### src/rtl/inputs_pkg.sv
// Shared constants and read-word packing for the switch/button input peripheral.
package inputs_pkg;

    localparam int N_SW  = 16;
    localparam int N_BTN = 4;

    localparam logic SEL_SWITCHES = 1'b0;
    localparam logic SEL_BUTTONS  = 1'b1;

    // Bit offsets inside the button read word
    localparam int EVT_LSB = 0;
    localparam int LVL_LSB = 4;

    function automatic logic [31:0] button_word(input logic [N_BTN-1:0] levels,
                                                input logic [N_BTN-1:0] events);
        logic [31:0] word;
        word = '0;
        word[LVL_LSB +: N_BTN] = levels;
        word[EVT_LSB +: N_BTN] = events;
        return word;
    endfunction

    function automatic logic [31:0] switch_word(input logic [N_SW-1:0] levels);
        logic [31:0] word;
        word = '0;
        word[N_SW-1:0] = levels;
        return word;
    endfunction

endpackage

### src/rtl/debounce_bit.sv
// One input bit: 2-FF synchronizer, optional debounce counter, stable register.
// Debounce counter is present only when INPUTS_DEBOUNCE_EN is defined.
module debounce_bit #(
    parameter int DEBOUNCE_CYCLES = 100000
) (
    input  logic clk,
    input  logic reset,
    input  logic raw,
    output logic stable
);

    if (DEBOUNCE_CYCLES < 2) begin : g_bad_cycles
        $error("debounce_bit: DEBOUNCE_CYCLES must be at least 2");
    end

    logic sync_1;
    logic sync_2;

    // NOTE: flop-to-flop chains must use non-blocking assignments, or sync_2
    // would see this edge's sync_1 and the chain collapses to one stage.
    always_ff @(posedge clk or negedge reset) begin
        if (!reset) begin
            sync_1 <= 1'b0;
            sync_2 <= 1'b0;
        end else begin
            sync_1 <= raw;
            sync_2 <= sync_1;
        end
    end

`ifdef INPUTS_DEBOUNCE_EN
    localparam int CNT_W = $clog2(DEBOUNCE_CYCLES);
    localparam logic [CNT_W-1:0] CNT_LAST = CNT_W'(DEBOUNCE_CYCLES - 1);

    logic [CNT_W-1:0] count;
    logic             stable_q;

    // Any return to the stable value restarts the count, so short glitches die here
    always_ff @(posedge clk or negedge reset) begin
        if (!reset) begin
            count    <= '0;
            stable_q <= 1'b0;
        end else if (sync_2 == stable_q) begin
            count <= '0;
        end else if (count == CNT_LAST) begin
            count    <= '0;
            stable_q <= sync_2;
        end else begin
            count <= count + 1'b1;
        end
    end

    assign stable = stable_q;
`else
    assign stable = sync_2;
`endif

endmodule

### src/rtl/inputs_control.sv
// Memory-mapped switch/button input peripheral with press-event latching and read-to-clear.
// Optional debounce is enabled with the INPUTS_DEBOUNCE_EN macro.
module inputs_control
    import inputs_pkg::*;
#(
    parameter int DEBOUNCE_CYCLES = 100000
) (
    input  logic             clk,
    input  logic             reset,
    input  logic [N_SW-1:0]  sw_raw,
    input  logic [N_BTN-1:0] btn_raw,
    input  logic             re_inputs,
    input  logic             sel,
    output logic [31:0]      read_data,
    output logic             btn_pending
);

    logic [N_SW-1:0]  sw_stable;
    logic [N_BTN-1:0] btn_stable;
    logic [N_BTN-1:0] btn_prev;
    logic [N_BTN-1:0] btn_events;
    logic [N_BTN-1:0] btn_rise;
    logic [N_BTN-1:0] events_next;

    for (genvar i = 0; i < N_SW; i++) begin : g_sw
        debounce_bit #(.DEBOUNCE_CYCLES(DEBOUNCE_CYCLES)) u_bit (
            .clk    (clk),
            .reset  (reset),
            .raw    (sw_raw[i]),
            .stable (sw_stable[i])
        );
    end

    for (genvar i = 0; i < N_BTN; i++) begin : g_btn
        debounce_bit #(.DEBOUNCE_CYCLES(DEBOUNCE_CYCLES)) u_bit (
            .clk    (clk),
            .reset  (reset),
            .raw    (btn_raw[i]),
            .stable (btn_stable[i])
        );
    end

    assign btn_rise = btn_stable & ~btn_prev;

    // NOTE: every always_comb output gets a default first so no path leaves it
    // unassigned and infers a latch.
    always_comb begin
        events_next = btn_events;
        if (re_inputs && sel == SEL_BUTTONS) begin
            events_next = '0;
        end
        // A press landing on the clearing edge must survive the clear
        events_next = events_next | btn_rise;
    end

    always_ff @(posedge clk or negedge reset) begin
        if (!reset) begin
            btn_prev   <= '0;
            btn_events <= '0;
        end else begin
            btn_prev   <= btn_stable;
            btn_events <= events_next;
        end
    end

    always_comb begin
        read_data = '0;
        if (sel == SEL_BUTTONS) begin
            read_data = button_word(btn_stable, btn_events);
        end else begin
            read_data = switch_word(sw_stable);
        end
    end

    assign btn_pending = |btn_events;

endmodule

### config.mk
export PLATFORM = sky130hd
export DESIGN_NAME = inputs_control
export DESIGN_NICKNAME = d
export VERILOG_FILES = /design/src/rtl/inputs_pkg.sv /design/src/rtl/debounce_bit.sv /design/src/rtl/inputs_control.sv
export SDC_FILE = /design/constraint.sdc
export NUM_CORES = 1
export LEC_CHECK = 0
export ABC_CLOCK_PERIOD_IN_PS = 1140
export BUFFER_PORTS_ARGS = -buffer_cell sky130_fd_sc_hd__buf_2
export CAP_MARGIN = 20
export CORE_ASPECT_RATIO = 0.5
export CORE_MARGIN = 5
export CORE_UTILIZATION = 25
export DETAILED_ROUTE_END_ITERATION = 10
export PLACE_DENSITY_LB_ADDON = 0.25
export SETUP_SLACK_MARGIN = 0.1
export SLEW_MARGIN = 30
export SYNTH_ARGS = -nofsm -noshare
export SYNTH_HDL_FRONTEND = slang
export SYNTH_SLANG_ARGS = --single-unit
### constraint.sdc
create_clock -name clk -period 1.14 [get_ports clk]
set_input_delay 0.057 -clock clk [delete_from_list [all_inputs] [get_ports clk]]
set_output_delay 0.057 -clock clk [all_outputs]
set_load 0.01 [all_outputs]
==> results of run 1 <==
## area by class of cell
class                   instances  area, µm²  area share, %
inverters                       4      15.01         0.6431
flip-flops and latches         48       1201          51.45
repair buffers                 73      563.0          24.12
clock inverters                 2      35.03          1.501
clock buffers                   6      128.9          5.520
multi-input cells              38      281.5          12.06
well taps                      88      110.1          4.716
## synth_stat cells
master   number  area (µm²)
dfrtp_1      48        1201
buf_4        16       120.1
mux2_2        7       78.83
nor2b_1       6       37.54
a22o_1        4       35.03
inv_1         4       15.01
and2b_1       2       15.01
buf_6         1       11.26
buf_8         1       15.01
conb_1        1       3.750
mux2_4        1       15.01
nand2_2       1       6.260
or4_1         1       7.510
## critical path, stage by stage (launching register included)
cell	delay, ps
dfrtp_1	370
or4_1	520
buf_2	160
## logic make-up (layout without fill, tap and decap cells)
logic type             count (synthesis)  after routing  share of synthesized area [%]
muxes                                  8              8                          6.010
AOI/OAI and AO/OA                      4              4                          2.243
other                                  1             16                         0.2402
and+or+nand+nor                       10             10                          4.247
buffers and inverters                 22             85                          10.34
DFF                                   48             48                          76.92
## sequential cells by signal, summed over array words and instances, names as in the netlist
register,flops
btn_events,4
btn_prev,4
g_btn.u_bit.stable,4
g_btn.u_bit.sync_1,4
g_sw.u_bit.stable,16
g_sw.u_bit.sync_1,16
## path summary, 6_finish.rpt
| path | from | to | slack, ps | depth (start not counted) |
|---|---|---|---|---|
| hold reg to reg | g_sw[7].u_bit.sync_1$_DFF_PN0_ | g_sw[7].u_bit.stable$_DFF_PN0_ | 350 | 0 |
| min in group asynchronous | reset | g_sw[9].u_bit.sync_1$_DFF_PN0_ | 260 | 2 |
| hold / removal | re_inputs | btn_events[3]$_DFF_PN0_ | 140 | 3 |
| max in group asynchronous | reset | g_sw[0].u_bit.stable$_DFF_PN0_ | 390 | 3 |
| setup / recovery | btn_events[2]$_DFF_PN0_ | btn_pending | -240 | 2 |
| setup reg to reg | g_btn[0].u_bit.stable$_DFF_PN0_ | btn_events[0]$_DFF_PN0_ | 190 | 3 |
## per-layer routing
metal | vias to the layer above | wire length [µm] | GRT usage (%)
met5 | - | 0 | 0
met1 | 450 | 1094 | 8.391
met2 | 28 | 1488 | 13.05
li1 | 416 | - | -
met3 | 2 | 157 | 2.051
met4 | 0 | 13 | 3.352
## power groups by stage
stage               sequential [W]  clock, W  combinational [W]
floorplan                  0.00185         0           0.000167
global placement           0.00186         0           0.000250
detailed placement         0.00187         0           0.000251
CTS                        0.00183   0.00164           0.000385
global route               0.00184   0.00172           0.000434
finish                     0.00183   0.00159           0.000395
## stage by stage
step,area (µm²),worst slack [ps]
4_1_cts,2305,-240.8
5_1_grt,2335,-296.4
3_3_place_gp,1809,52.57
6_report,2335,-244.8
2_1_floorplan,1618,154.1
3_5_place_dp,1809,42.72
## timing repair
item	4_1_cts	5_1_grt
pin swaps	1	0
hold buffers	21	0
setup buffers	6	4
endpoints found under the setup margin	9	9
resized for setup	15	0
hold endpoints to repair	37	0
==> impl_metrics.toml, run 1 <==
[cts]
cts.sinks = 48
clock_path_buffers = 2
ctsRootBufferMaster = "clkbuf_16"
htree_levels = 2
cts_buffers = 5
clk_pin_slew_worst_paths_ps = 60
clk-insertion-delay-late_ps = 280
clock_tree_from_tritoncts = "built"

[pwr]
portion_of_total_power_attributed_to_the_clock_network_pct = 41.7
power_w = 0.003815
sw_frac_of_total_pct = 19.81
p_sw_w = 0.0007556
power.density_nw_per_um2 = 1634
peakVddDrop_v = 0.0005767
internal_power_w = 0.003059
seqPwrFrac_pct = 48.0
share_comb_of_total_power_pct = 10.3
power.leakage_nw = 1.152

[route]
drt-wirelength-per-cell_um = 10.63
drtAntennaViolNets = 0
detailedRoute.firstIterationViolations = 17
wirelength_um = 2753
vias = 896
remaining_drc_errors = 0
drt-pass1-iter-count = 3
detail_route.vias_per_cell = 3.459

[synth]
synth.cell_area_um2 = 1561
ys_ff_latch = 48
yosys_warnings = 0
postSynthAreaPerCell_um2 = 16.79
postSynthCellCount = 93
sequential_area_share_after_synthesis_pct = 76.92
yosysUniqueCellTypes = 13

[sta]
final-max-slew-violation-count = 0
fin_tns_setup_ps = -535.2
timing.final.setup_violations = 3
rsz_0062_raised_after_global_routing = "true"
final_hold_viol_count = 0
achievable-frequency_mhz = 722.1
fin_ws_ps = -244.8
finalClockSkew_ps = 2.023
fin_hold_ws_ps = 138.3
layout_worst_path_cycle_share_pct = 121.5
fin_crit_ps = 1385

[run_status]
status = "finished with violations"
violations = "negative setup slack"

[critical_path]
worst_setup_path_end_kind = "primary output"
critical_path_arrival_ps = 1330
maximum_fanout_count_along_the_critical_path = 2
critical_path_required_ps = 1080
crit_type = "reg2out"
start_kind = "register"

[layout]
n_fill_cell = 592
stdcell_count = 259
antenna-diode-count = 0
fin_util_pct = 38.55
fin_nets = 194
mostFrequentLayoutCells = "dfrtp_1, buf_2, dlygate4sd3_1"
post_route_cells_drive_above_1_share_pct = 39.77
syn_to_final_growth_pct = 49.52
mostFrequentLayoutCell = "dfrtp_1"

[grt]
grt-ovfl-total = 0
global_route_wire_length_before_repair_um = 4547
first_global_vias = 955
largest_net_degree_at_the_start_of_global_routing = 32
antenna_found_initial = 0
grt_usage_pct = 7.374

[placement]
dp.cells = 220
port_buffers = 40
last_weighted_congestion_value_of_the_routability_driven_placer = 0.6682
post-dp-hpwl_um = 1776

[floorplan]
i_o_pin_cnt = 57
die_outline_width_um = 121.8
die_h_um = 65.89
die_area_um2 = 8022
floorplan.rows = 20
initial_utilization_pct = 25.79
placeableCoreArea_um2 = 6056

[hold_path]
holdCritPathClass = "in2reg"

[job]
drv.max_cap_violation_count = 0
Power figures use the tool's default switching activity.
==> inputs of run 2 (changes only) <==
--- a/config.mk
+++ b/config.mk
@@ -10,7 +10,7 @@
 export CAP_MARGIN = 20
 export CORE_ASPECT_RATIO = 0.5
 export CORE_MARGIN = 5
-export CORE_UTILIZATION = 25
+export CORE_UTILIZATION = 47
 export DETAILED_ROUTE_END_ITERATION = 10
 export PLACE_DENSITY_LB_ADDON = 0.25
 export SETUP_SLACK_MARGIN = 0.1
==> impl_metrics.toml, run 2 (synthesis gave the netlist of run 1 again) <==
[hold_path]
holdCritPathClass = "in2reg"

[route]
drt-wirelength-per-cell_um = 12.70
maxUsedRoutingLayer = "met4"
vias = 880
detail_route.vias_per_cell = 4.231
drt-pass1-iter-count = 4
m1WireLength_um = 1128
wirelength_um = 2641
drtAntennaViolNets = 0
dr_wl_met3_um = 210
remaining_drc_errors = 0
detailedRoute.firstIterationViolations = 5
routed-wl-met2_um = 1272

[sta]
fin_ws_ps = -250.1
timing.final.setup_violations = 3
finalClockSkew_ps = 2.112
fin_crit_ps = 1390
layout_worst_path_cycle_share_pct = 121.9
final_hold_viol_count = 0
achievable-frequency_mhz = 719.4
fin_tns_setup_ps = -529.1
rsz_0062_raised_after_global_routing = "true"
final-max-slew-violation-count = 0

[cts]
cts_buffers = 5
clock_path_buffers = 2
clock_tree_from_tritoncts = "built"
cts.sinks = 48
htree_levels = 2
clk_pin_slew_worst_paths_ps = 70
ctsRootBufferMaster = "clkbuf_8"
clk-insertion-delay-late_ps = 290

[pwr]
power.density_nw_per_um2 = 1478
power.leakage_nw = 1.114
seqPwrFrac_pct = 56.3
p_sw_w = 0.0006809
sw_frac_of_total_pct = 20.95
share_comb_of_total_power_pct = 12.2
internal_power_w = 0.002569
portion_of_total_power_attributed_to_the_clock_network_pct = 31.5
peakVddDrop_v = 0.001041

[placement]
post-dp-hpwl_um = 1696
last_weighted_congestion_value_of_the_routability_driven_placer = 0.7042
dp.cells = 172
port_buffers = 40
place_area_um2 = 1749

[critical_path]
maximum_fanout_count_along_the_critical_path = 2
crit_type = "reg2out"
worst_setup_path_end_kind = "primary output"
critical_path_arrival_ps = 1330
start_kind = "register"
critical_path_required_ps = 1080

[floorplan]
i_o_pin_cnt = 57
placeableCoreArea_um2 = 3100
die_outline_width_um = 91.52
die_h_um = 50.76
initial_utilization_pct = 50.36
floorplan.rows = 14
die_area_um2 = 4645

[layout]
stdcell_area_um2 = 2200
mostFrequentLayoutCells = "dfrtp_1, buf_2, dlygate4sd3_1"
fin_util_pct = 70.94
stdcell_count = 208
mostFrequentLayoutCell = "dfrtp_1"
antenna-diode-count = 0
post_route_cells_drive_above_1_share_pct = 39.29
syn_to_final_growth_pct = 40.87
n_fill_cell = 209
fin_nets = 192

[run_status]
status = "finished with violations"
violations = "negative setup slack"

[grt]
global_route_wire_length_before_repair_um = 4167
largest_net_degree_at_the_start_of_global_routing = 49
grt_usage_pct = 12.04
first_global_vias = 865
grt-ovfl-total = 0
antenna_found_initial = 0

[job]
drv.max_cap_violation_count = 0
## run 2: worst max-delay path, stage by stage, from the launching register on
cell	delay [ps]
dfrtp_1	380
or4_1	510
buf_2	160
## run 2: final cells by class
class,instances,area (µm²),share of cell area (%)
Clock buffer,7,96.34,4.380
Inverter,4,15.01,0.6826
Multi-Input combinational cell,38,281.5,12.80
Sequential cell,48,1201,54.61
Tap cell,40,50.05,2.275
Timing Repair Buffer,71,555.5,25.26
## run 2: final timing paths
check / from / end / slack, ps / depth (start not counted)
hold reg to reg: g_sw[3].u_bit.sync_1$_DFF_PN0_ / g_sw[3].u_bit.stable$_DFF_PN0_ / 350 / 0
max in group asynchronous: reset / g_sw[11].u_bit.sync_1$_DFF_PN0_ / 650 / 3
min in group asynchronous: reset / g_btn[3].u_bit.stable$_DFF_PN0_ / 280 / 3
setup / recovery: btn_events[0]$_DFF_PN0_ / btn_pending / -250 / 2
hold / removal: re_inputs / btn_events[0]$_DFF_PN0_ / 120 / 3
setup reg to reg: g_btn[0].u_bit.stable$_DFF_PN0_ / btn_events[0]$_DFF_PN0_ / 200 / 3
## run 2: timing repair
| item | CTS | global route |
|---|---|---|
| resized for setup | 15 | 2 |
| pin swaps | 0 | 0 |
| hold buffers | 21 | 0 |
| gates cloned | 0 | 0 |
| setup endpoints to repair | 9 | 9 |
| endpoints found under the hold margin | 68 | 0 |
| buffers inserted | 5 | 3 |
## run 2: power by group through the flow
stage | registers, W | clock network [W] | logic (W)
2_1_floorplan | 0.00185 | 0 | 0.000167
3_3_place_gp | 0.00186 | 0 | 0.000247
3_5_place_dp | 0.00187 | 0 | 0.000252
4_1_cts | 0.00183 | 0.00106 | 0.000379
5_1_grt | 0.00184 | 0.00113 | 0.000432
6_report | 0.00183 | 0.00102 | 0.000398
## run 2: layer usage
metal | vias to the layer above | track usage, %
met4 | 0 | 4.500
li1 | 409 | -
met2 | 41 | 20.44
met3 | 4 | 4.328
met5 | - | 0
met1 | 426 | 14.35
## run 2: per-stage QoR
stage / worst slack [ps] / hold WS (ps) / power (W)
floorplan: 154.1 / -238.6 / 0.002019
global placement: 78.60 / 51.74 / 0.002106
detailed placement: 70.36 / 69.97 / 0.002119
CTS: -248.0 / 122.0 / 0.003266
global route: -318.3 / 130.4 / 0.003404
finish: -250.1 / 122.3 / 0.003250
==> inputs of run 3 (changes only) <==
--- a/config.mk
+++ b/config.mk
@@ -6,12 +6,12 @@
 export NUM_CORES = 1
 export LEC_CHECK = 0
 export ABC_CLOCK_PERIOD_IN_PS = 1140
-export BUFFER_PORTS_ARGS = -buffer_cell sky130_fd_sc_hd__buf_2
 export CAP_MARGIN = 20
 export CORE_ASPECT_RATIO = 0.5
 export CORE_MARGIN = 5
-export CORE_UTILIZATION = 47
+export CORE_UTILIZATION = 49
 export DETAILED_ROUTE_END_ITERATION = 10
+export DONT_BUFFER_PORTS = 1
 export PLACE_DENSITY_LB_ADDON = 0.25
 export SETUP_SLACK_MARGIN = 0.1
 export SLEW_MARGIN = 30
==> impl_metrics.toml, run 3 (synthesis gave the netlist of run 1 again) <==
[run_status]
status = "finished with violations"
violations = "negative hold slack, negative setup slack"

[layout]
fin_nets = 151
syn_to_final_growth_pct = 24.92
mostFrequentLayoutCells = "dfrtp_1, dlygate4sd3_1, conb_1"
mostFrequentLayoutCell = "dfrtp_1"
post_route_cells_drive_above_1_share_pct = 19.53
antenna-diode-count = 0

[placement]
last_weighted_congestion_value_of_the_routability_driven_placer = 0.6341
port_buffers = 0
post-dp-hpwl_um = 1528

[route]
detailedRoute.firstIterationViolations = 34
vias = 740
drt-pass1-iter-count = 3
remaining_drc_errors = 0
wirelength_um = 2326
drt-wirelength-per-cell_um = 13.85
detail_route.vias_per_cell = 4.405
drtAntennaViolNets = 0

[pwr]
power_w = 0.003219
power.density_nw_per_um2 = 1650
peakVddDrop_v = 0.001311
power.leakage_nw = 0.9325

[sta]
final_hold_viol_count = 48
final-max-slew-violation-count = 0
finalClockSkew_ps = 6.516
fin_crit_ps = 1277
fin_ws_ps = -137.3
fin_hold_ws_ps = -543.9
timing.final.setup_violations = 3
rsz_0062_raised_after_global_routing = "true"
fin_tns_setup_ps = -339.6
achievable-frequency_mhz = 782.9
layout_worst_path_cycle_share_pct = 112.0

[grt]
antenna_found_initial = 0
grt_usage_pct = 10.78
global_route_wire_length_before_repair_um = 3532
first_global_vias = 746
grt-ovfl-total = 0
largest_net_degree_at_the_start_of_global_routing = 49

[cts]
cts.sinks = 48
clk-insertion-delay-late_ps = 290
clk_pin_slew_worst_paths_ps = 80
ctsRootBufferMaster = "clkbuf_8"
clock_path_buffers = 2
cts_buffers = 5
clock_tree_from_tritoncts = "built"
ctsHoldBuffers = 22
htree_levels = 2

[floorplan]
die_area_um2 = 4484
floorplan.rows = 14
i_o_pin_cnt = 57
placeableCoreArea_um2 = 3030
die_outline_width_um = 89.84
die_h_um = 49.92
initial_utilization_pct = 51.53

[critical_path]
start_kind = "register"
critical_path_required_ps = 1080
critical_path_arrival_ps = 1220
critPathSlowestCell = "or4_4"
maximum_fanout_count_along_the_critical_path = 2
longest_individual_stage_delay_on_the_worst_path_ps = 540
worst_setup_path_end_kind = "primary output"
crit_type = "reg2out"
critical_path.top_delay_family = "simple AND/OR/NAND/NOR gates"
setup.reg_to_reg.worst_slack_ps = 190
crit_chain = "or4_4"
worstPathBufferInverterCount = 0

[hold_path]
holdCritPathClass = "in2async"

[job]
drv.max_cap_violation_count = 0
[run 3: what timing repair did]
item	4_1_cts	5_1_grt
resized for setup	6	5
hold endpoints to repair	72	48
setup buffers	5	2
setup endpoints to repair	9	9
[run 3: report_power, final]
group,internal (W),switching (W)
logic,0.000151,0.000101
clock network,0.000650,0.000486
registers,0.00180,0.0000345
[run 3: path summary, 6_finish.rpt]
path / start / to / cells after the start
min reg2reg: g_sw[6].u_bit.sync_1$_DFF_PN0_ / g_sw[6].u_bit.stable$_DFF_PN0_ / 0
min: reset / g_sw[4].u_bit.stable$_DFF_PN0_ / 0
min in group clk: sel / read_data[15] / 1
max: btn_events[1]$_DFF_PN0_ / btn_pending / 1
max reg2reg: btn_events[1]$_DFF_PN0_ / btn_events[1]$_DFF_PN0_ / 3
max in group asynchronous: reset / g_sw[5].u_bit.sync_1$_DFF_PN0_ / 0
[run 3: layout make-up]
class                           instances  area, µm²
Tap cell                               40      50.05
Sequential cell                        48       1201
Inverter                                4      15.01
Multi-Input combinational cell         38      285.3
Timing Repair Buffer                   30      291.5
Clock buffer                            6      72.57
Fill cell                             225       1080
Clock inverter                          2      35.03
[run 3: per-layer routing]
layer  share of wire [%]  global-route usage [%]  up-vias
li1                    -                       -      331
met1                  38                   10.86      373
met2                  52                   18.45       34
met3                 8.9                   5.775        2
met4                0.95                   5.276        0
met5                   0                       0        -
[run 3: metrics by stage]
step | hold WS [ps] | cells | util, % | setup slack [ps] | cell area, µm²
finish | -543.9 | 168 | 64.37 | -137.3 | 1951
global route | -574.0 | 168 | 64.37 | -183.0 | 1951
CTS | -560.0 | 166 | 63.25 | -157.2 | 1917
detailed placement | -237.7 | 131 | 50.45 | 123.2 | 1529
global placement | -237.3 | 131 | 50.45 | 137.2 | 1529
floorplan | -238.6 | 108 | - | 154.1 | 1618
